### src/rtl/ahb2_arbiter_rr.sv
// ahb2_arbiter_rr: AHB2 round-robin bus arbiter with burst guard and locked-transfer hold.
// Ports: hclk/hreset (sync active-high), hbusreq/hlock per-master requests, htrans/hburst/
// hready/hresp bus observation, hsplit split-resume pulses (only with AHB2_ARB_SPLIT_EN),
// hgrant registered one-hot grant, hmaster/hmaster_dp address/data-phase owner, hmastlock.
// Optional feature macro: AHB2_ARB_SPLIT_EN enables split masking.
module ahb2_arbiter_rr #(
    parameter int NUM_MST = 4,
    parameter int DEF_MST = 0,
    localparam int MW = (NUM_MST > 1) ? $clog2(NUM_MST) : 1
) (
    input  logic               hclk,
    input  logic               hreset,
    input  logic [NUM_MST-1:0] hbusreq,
    input  logic [NUM_MST-1:0] hlock,
    input  logic [1:0]         htrans,
    input  logic [2:0]         hburst,
    input  logic               hready,
    input  logic [1:0]         hresp,
`ifdef AHB2_ARB_SPLIT_EN
    input  logic [NUM_MST-1:0] hsplit,
`endif
    output logic [NUM_MST-1:0] hgrant,
    output logic [MW-1:0]      hmaster,
    output logic [MW-1:0]      hmaster_dp,
    output logic               hmastlock
);
    localparam logic [1:0] IDLE   = 2'b00;
    localparam logic [1:0] SEQ    = 2'b11;
    localparam logic [1:0] NONSEQ = 2'b10;
    localparam logic [1:0] SPLIT  = 2'b11;

    logic [NUM_MST-1:0] grant_q, grant_d, eligible;
    logic [MW-1:0]      master_q, master_d, dp_q, dp_d, gidx, next_idx, idx;
    logic               mastlock_q, mastlock_d, lock_hold, burst_guard, arb_ok, found;
    logic [4:0]         cnt_q, cnt_d, burst_len;
    int                 j;

`ifdef AHB2_ARB_SPLIT_EN
    logic [NUM_MST-1:0] split_q, split_d;

    always_comb begin
        split_d = split_q & ~hsplit;
        // set wins over a same-cycle resume of the same master
        if (hresp == SPLIT && !hready) split_d[hmaster_dp] = 1'b1;
    end

    always_ff @(posedge hclk) begin
        if (hreset) split_q <= '0;
        else        split_q <= split_d;
    end

    assign eligible = hbusreq & ~split_q;
`else
    assign eligible = hbusreq;
`endif

    always_comb begin
        gidx = '0;
        for (int i = 0; i < NUM_MST; i++) if (grant_q[i]) gidx = MW'(i);
    end

    // search starts after the current address-phase owner, owner itself last
    always_comb begin
        next_idx = MW'(DEF_MST);
        found    = 1'b0;
        j        = 0;
        idx      = '0;
        for (int i = 1; i <= NUM_MST; i++) begin
            j   = (int'(master_q) + i) % NUM_MST;
            idx = MW'(j);
            if (!found && eligible[idx]) begin
                next_idx = idx;
                found    = 1'b1;
            end
        end
    end

    // hburst[2:1]: 01 = 4-beat, 10 = 8-beat, 11 = 16-beat, 00 = SINGLE/INCR
    assign burst_len = (hburst[2:1] == 2'b01) ? 5'd3 :
                       (hburst[2:1] == 2'b10) ? 5'd7 :
                       (hburst[2:1] == 2'b11) ? 5'd15 : 5'd0;

    // guard keeps the grant until the edge that accepts the final beat
    assign burst_guard = (cnt_q > 5'd1) ||
                         (cnt_q == 5'd1 && htrans != SEQ) ||
                         (cnt_q == 5'd0 && htrans == NONSEQ && hburst[2:1] != 2'b00);
    assign lock_hold   = hlock[gidx] & hbusreq[gidx];
    assign arb_ok      = hready & ~lock_hold & ~burst_guard;

    always_comb begin
        cnt_d = cnt_q;
        // hresp[1] covers RETRY and SPLIT; the first response cycle has hready low
        if (!hready && hresp[1]) cnt_d = 5'd0;
        else if (hready) begin
            if (htrans == NONSEQ)                   cnt_d = burst_len;
            else if (htrans == SEQ && cnt_q != '0)  cnt_d = cnt_q - 5'd1;
            else if (htrans == IDLE)                cnt_d = 5'd0;
        end
    end

    always_comb begin
        grant_d = grant_q;
        if (arb_ok) begin
            grant_d           = '0;
            grant_d[next_idx] = 1'b1;
        end
        master_d   = hready ? gidx : master_q;
        mastlock_d = hready ? hlock[gidx] : mastlock_q;
        dp_d       = hready ? master_q : dp_q;
    end

    always_ff @(posedge hclk) begin
        if (hreset) begin
            grant_q             <= '0;
            grant_q[DEF_MST]    <= 1'b1;
            master_q            <= MW'(DEF_MST);
            dp_q                <= MW'(DEF_MST);
            mastlock_q          <= 1'b0;
            cnt_q               <= '0;
        end else begin
            grant_q    <= grant_d;
            master_q   <= master_d;
            dp_q       <= dp_d;
            mastlock_q <= mastlock_d;
            cnt_q      <= cnt_d;
        end
    end

    assign hgrant     = grant_q;
    assign hmaster    = master_q;
    assign hmaster_dp = dp_q;
    assign hmastlock  = mastlock_q;
endmodule

### config.mk
export PLATFORM = sky130hd
export DESIGN_NAME = ahb2_arbiter_rr
export DESIGN_NICKNAME = d
export VERILOG_FILES = /design/src/rtl/ahb2_arbiter_rr.sv
export SDC_FILE = /design/constraint.sdc
export NUM_CORES = 1
export LEC_CHECK = 0
export CELL_PAD_IN_SITES_DETAIL_PLACEMENT = 1
export CELL_PAD_IN_SITES_GLOBAL_PLACEMENT = 1
export CORE_MARGIN = 2
export CORE_UTILIZATION = 29
export DETAILED_ROUTE_END_ITERATION = 8
export PLACE_DENSITY = 0.74
export SETUP_SLACK_MARGIN = 0.05
export SLEW_MARGIN = 20
export SYNTH_ARGS = -nofsm -noshare
export SYNTH_HDL_FRONTEND = slang
export SYNTH_SLANG_ARGS = --single-unit
### constraint.sdc
create_clock -name hclk -period 1.8 [get_ports hclk]
set_input_delay 0.36 -clock hclk [delete_from_list [all_inputs] [get_ports hclk]]
set_output_delay 0.36 -clock hclk [all_outputs]
set_load 0.1 [all_outputs]
== Yosys cells after proc, flatten, opt, wreduce, memory -nomap -nowiden ==
Index checks and enable logic that the tools add are counted.
Word-level totals
  flip-flop bits (word level): 14
  bits of input ports: 18
  logic and storage cells: 82
Operators by class
  add/subtract/negate cells: 5
  magnitude comparators: 8
  eq/ne operators: 7
  multiplexer cells: 30
  bitwise operators: 5
  reductions and logical operators: 22
Operator list (count)
  $lt A2 B3 Y1 const B: 6
  $mux W5: 3
  $bmux W1 S2: 6
  $mux W2: 6
  $mux W4: 3
  $mux W1: 11
  $logic_and A1 B1 Y1: 9
  $eq A2 B2 Y1 const B: 4
  $eq A5 B1 Y1 const B: 1
  $gt A5 B1 Y1 const B: 1
  $logic_not A5 Y1: 1
  $reduce_bool A5 Y1: 1
  $sub A5 B1 Y5 const B: 1
  $add A2 B1 Y2 const B: 2
  $add A2 B2 Y2 const B: 2
  $logic_not A1 Y1: 4
  $and A1 B1 Y1: 3
  $reduce_bool A3 Y1: 1
  $demux W1 S2: 1
  $eq A2 B1 Y1 const B: 1
  $ge A2 B1 Y1 const B: 1
  $logic_not A2 Y1: 1
  $logic_or A1 B1 Y1: 2
  $ne A2 B2 Y1 const B: 1
  other kinds (4): 5

== Longest topological paths before layout ==
  word-level depth: 17
  mapped depth: 7
  depth with buffers taken out: 7

== Worst setup path after synthesis ==
Ideal clock, no wire load.
  kind: register to register
  start point: reg grant_q[1], in the netlist hgrant[1]
  end point: reg grant_q[0], in the netlist hgrant[0]
  arrival: 2.555 ns
  data required time: 1.678 ns
  path slack: -0.877 ns
  cell stages (with the launch flop): 6
  buffers on the path: 0
  period minus slack after synthesis: 2.677 ns
  cells stage by stage: dfxtp_1 > mux2_4 > a221o_1 > a2111oi_4 > nor2b_1 > a311o_1
Between the ends
  cells in the longest elaborated chain, start to end: 9
  elaborated cells between the ends (all ways): 11
  classes of those cells: 7 x mux; 4 x bitwise
Ends and longest elaborated chain
  start: declaration: RTL line 32  | logic [NUM_MST-1:0] grant_q, grant_d, eligible;
  start signal: assignment: RTL line 121  | grant_q <= grant_d;
  $mux W1 (*): RTL line 59  | for (int i = 0; i < NUM_MST; i++) if (grant_q[i]) gidx = MW'(i);
  $mux W2 (*) (2 in a row): RTL line 59
  $bmux W1 S2: RTL line 87  | assign lock_hold = hlock[gidx] & hbusreq[gidx];
  $mux W1 (not written as such): RTL line 87
  $and A1 B1 Y1 (*): RTL line 87
  $not A1 Y1 (*): RTL line 88  | assign arb_ok = hready & ~lock_hold & ~burst_guard;
  $and A1 B1 Y1 (*) (2 in a row): RTL line 88
Every way passes the cells marked *; elsewhere a longest branch is shown, timed or not. The select of a mux whose other input is x is not followed.
A chain may end at the register's enable or synchronous reset.

== Final worst setup path ==
  start point: reg grant_q[1], in the netlist hgrant[1]
  end point: reg grant_q[3], in the netlist hgrant[3]
The elaborated chain is that of the path after synthesis.

==> flow_summary.json <==
{
  "status": "complete, but fails checks",
  "violations": "setup timing",
  "fillCellCount": 326,
  "track_usage_pct": 16.6,
  "rr_startpoint": "hgrant[1]",
  "first_pass_iters": 4,
  "placed_cell_area_um2": 1340,
  "grt_pass1_wl_um": 4350,
  "finalWirelength_um": 2590,
  "leakagePower_nw": 0.594,
  "io_pins": 27,
  "cts.sinks": 14,
  "critPathMaxFanout": 6,
  "hp-class": "register to register",
  "rows": 19,
  "critPathCaptureType": "register",
  "grt_max_degree": 10,
  "final_min_period_over_clock_period_pct": 104,
  "instances_no_fill": 176,
  "reg2reg_slack_ps": -80,
  "drtAntennaViolNets": 0,
  "start_util_pct": 30.3,
  "grt.overflow.total": 0,
  "r2r_end": "hgrant[3]",
  "cts_tree": "yes",
  "die_x_um": 57.7,
  "wl_met1_um": 1080,
  "hold_ws_ps": 448,
  "highest_layer": "met4",
  "slowest_delay_ps": 380,
  "cp.required_ps": 2010,
  "die_h_um": 57.7,
  "yosysUniqueCellTypes": 34,
  "critical_path.cell_chain": "mux2_4 > a221o_1 > a2111oi_4 > buf_4 > nand3_2 > a21oi_2",
  "startpoint_type": "register",
  "worstSetupPathType": "register to register",
  "reg2reg_depth": 6,
  "wl_per_cell_um": 14.7,
  "syn_inst": 99,
  "placedCellCount": 170,
  "num_vias": 919,
  "cts_htree_levels": 1,
  "final_cell_mix": "19 x buf_4, 13 x clkdlybuf4s50_1, 9 x dfxtp_1, 9 x buf_12",
  "skew_ps": 1.01,
  "maxCapViolCount": 0,
  "finalPower_mw": 0.955,
  "syn_area_um2": 836,
  "place_ws_ps": -430,
  "p_per_area_nw_per_um2": 672,
  "drv_slew": 0,
  "die-area_um2": 3330,
  "clk_pin_slew_ps": 90,
  "clockBufferDepth": 2,
  "finalSetupViolCount": 4,
  "layout-drive-gt1-share_pct": 33.1,
  "whs_path_depth": 2,
  "finish.utilization_pct": 51.5,
  "syn_to_final_growth_pct": 70.1,
  "ir_drop_uv": 418,
  "hold_end": "cnt_q[4]",
  "yosys_warnings": 0,
  "rsz0062_at_grt": "true",
  "layout_commonest_cell": "buf_4",
  "cts_inserted_buffers": 3,
  "viasPerCell": 5.22,
  "wl_met3_um": 98,
  "cpMaxStageDelayCell": "dfxtp_4",
  "hp-start": "cnt_q[4]",
  "antenna_found_initial": 0,
  "diodes": 0,
  "drc": 0,
  "hpwl_um": 2060,
  "fin_ws_ps": -76.7,
  "routed-wl-met2_um": 1400,
  "final-hold-violation-count": 0,
  "cts_hold_buf": 0,
  "ys_seq_elements": 14,
  "drtIter0Drc": 23,
  "tightest_slew_ps": 375,
  "root_buffer": "clkbuf_4",
  "syn_area_per_cell_um2": 8.44,
  "fin_crit_ps": 1880,
  "fin_nets": 166,
  "syn_nets": 119,
  "gp_congestion": 0.783,
  "core_area_um2": 2760,
  "io_buffers": 24,
  "cp.arrival_ps": 2080,
  "first_global_vias": 1006,
  "design_area_um2": 1420,
  "clk_latency_ps": 270,
  "seq_area_frac_synth_pct": 33.5,
  "max_freq_mhz": 533,
  "relSlewSlack_pct": 74.8,
  "tns_ps": -244
}
-- cells by family after synthesis --
group / after synthesis / share of synthesized area [%]
DFF: 14 / 33.5
buffers and inverters: 8 / 3.59
AOI/OAI and AO/OA: 36 / 31.9
adders and majority gates: 2 / 2.99
muxes: 5 / 6.59
xor gates and xnor gates: 1 / 1.05
and+or+nand+nor: 33 / 20.4
-- layer usage --
layer / up-vias / global-route usage (%)
met1: 440 / 19.3
met4: 0 / 5.98
li1: 458 / -
met2: 19 / 30.7
met5: - / 0
met3: 2 / 2.46
-- state kept, by name, indices dropped and copies added (netlist names) --
signal / cells
cnt_q: 5
hgrant: 4
hmaster: 2
hmaster_dp: 2
hmastlock: 1
-- worst max-delay path by stage --
stage,start,to,slack [ps],depth (start not counted)
after floorplan,hgrant[1],hgrant[0],-260,5
after global placement,hbusreq[0],hgrant[2],-380,7
after detailed placement,hbusreq[0],hgrant[1],-430,7
after CTS,hgrant[1],hgrant[0],-90,5
after global routing,hgrant[1],hgrant[3],-160,8
final,hgrant[1],hgrant[3],-80,6
-- cells in the mapped netlist, drive strengths merged --
master   count  share of area, %
a32oi        1               1.0
a31oi        1              0.75
o221a        2               2.7
o22a         2               2.1
o211a        1               1.2
and3         1              0.75
nand2        5               2.2
a21oi       10               6.0
nand3        4               2.4
a2111oi      1               3.3
nor2b        4               3.0
dfxtp       14                34
or2b         1              0.90
nand2b       4               3.0
and2         1              0.75
nor3         3               1.8
clkbuf       2              0.90
a221oi       1               1.0
a21boi       1              0.90
inv          6               2.7
o21a         2               1.8
nor2         8               3.6
nor3b        1              0.90
xor2         1               1.0
a211oi       2               1.8
a311o        1               1.2
o21ai        7               4.2
mux2         1               1.8
a21o         2               1.8
o31ai        1              0.90
mux2i        4               4.8
and3b        1               1.0
a221o        1               1.2
ha           2               3.0
-- critical path: cells and delay by family, from the launching register on --
family / cells / cell delay [ps]
AO/OA/AOI/OAI: 3 / 850
buffers and inverters: 1 / 220
flip-flops: 1 / 380
multiplexers: 1 / 290
AND/OR/NAND/NOR: 1 / 80
-- repair_timing --
item	CTS	global route
pin swaps	5	3
setup buffers	1	1
resized for setup	3	9
setup endpoints to repair	4	5
-- cell type report --
class / instances / area (um2) / area share, %
multi-input combinational: 77 / 561 / 39.4
sequential: 14 / 292 / 20.5
timing repair buffer: 44 / 482 / 33.9
tap: 31 / 38.8 / 2.73
clock buffer: 4 / 26.3 / 1.85
inverter: 6 / 22.5 / 1.58
-- power by group --
part | internal, mW | total [mW] | leakage [nW] | switching [mW]
clock network | 0.0856 | 0.189 | 0.0150 | 0.103
logic | 0.190 | 0.408 | 0.462 | 0.219
registers | 0.329 | 0.358 | 0.117 | 0.0291
total | 0.605 | 0.955 | 0.594 | 0.351
(Power assumes the default switching activity.)
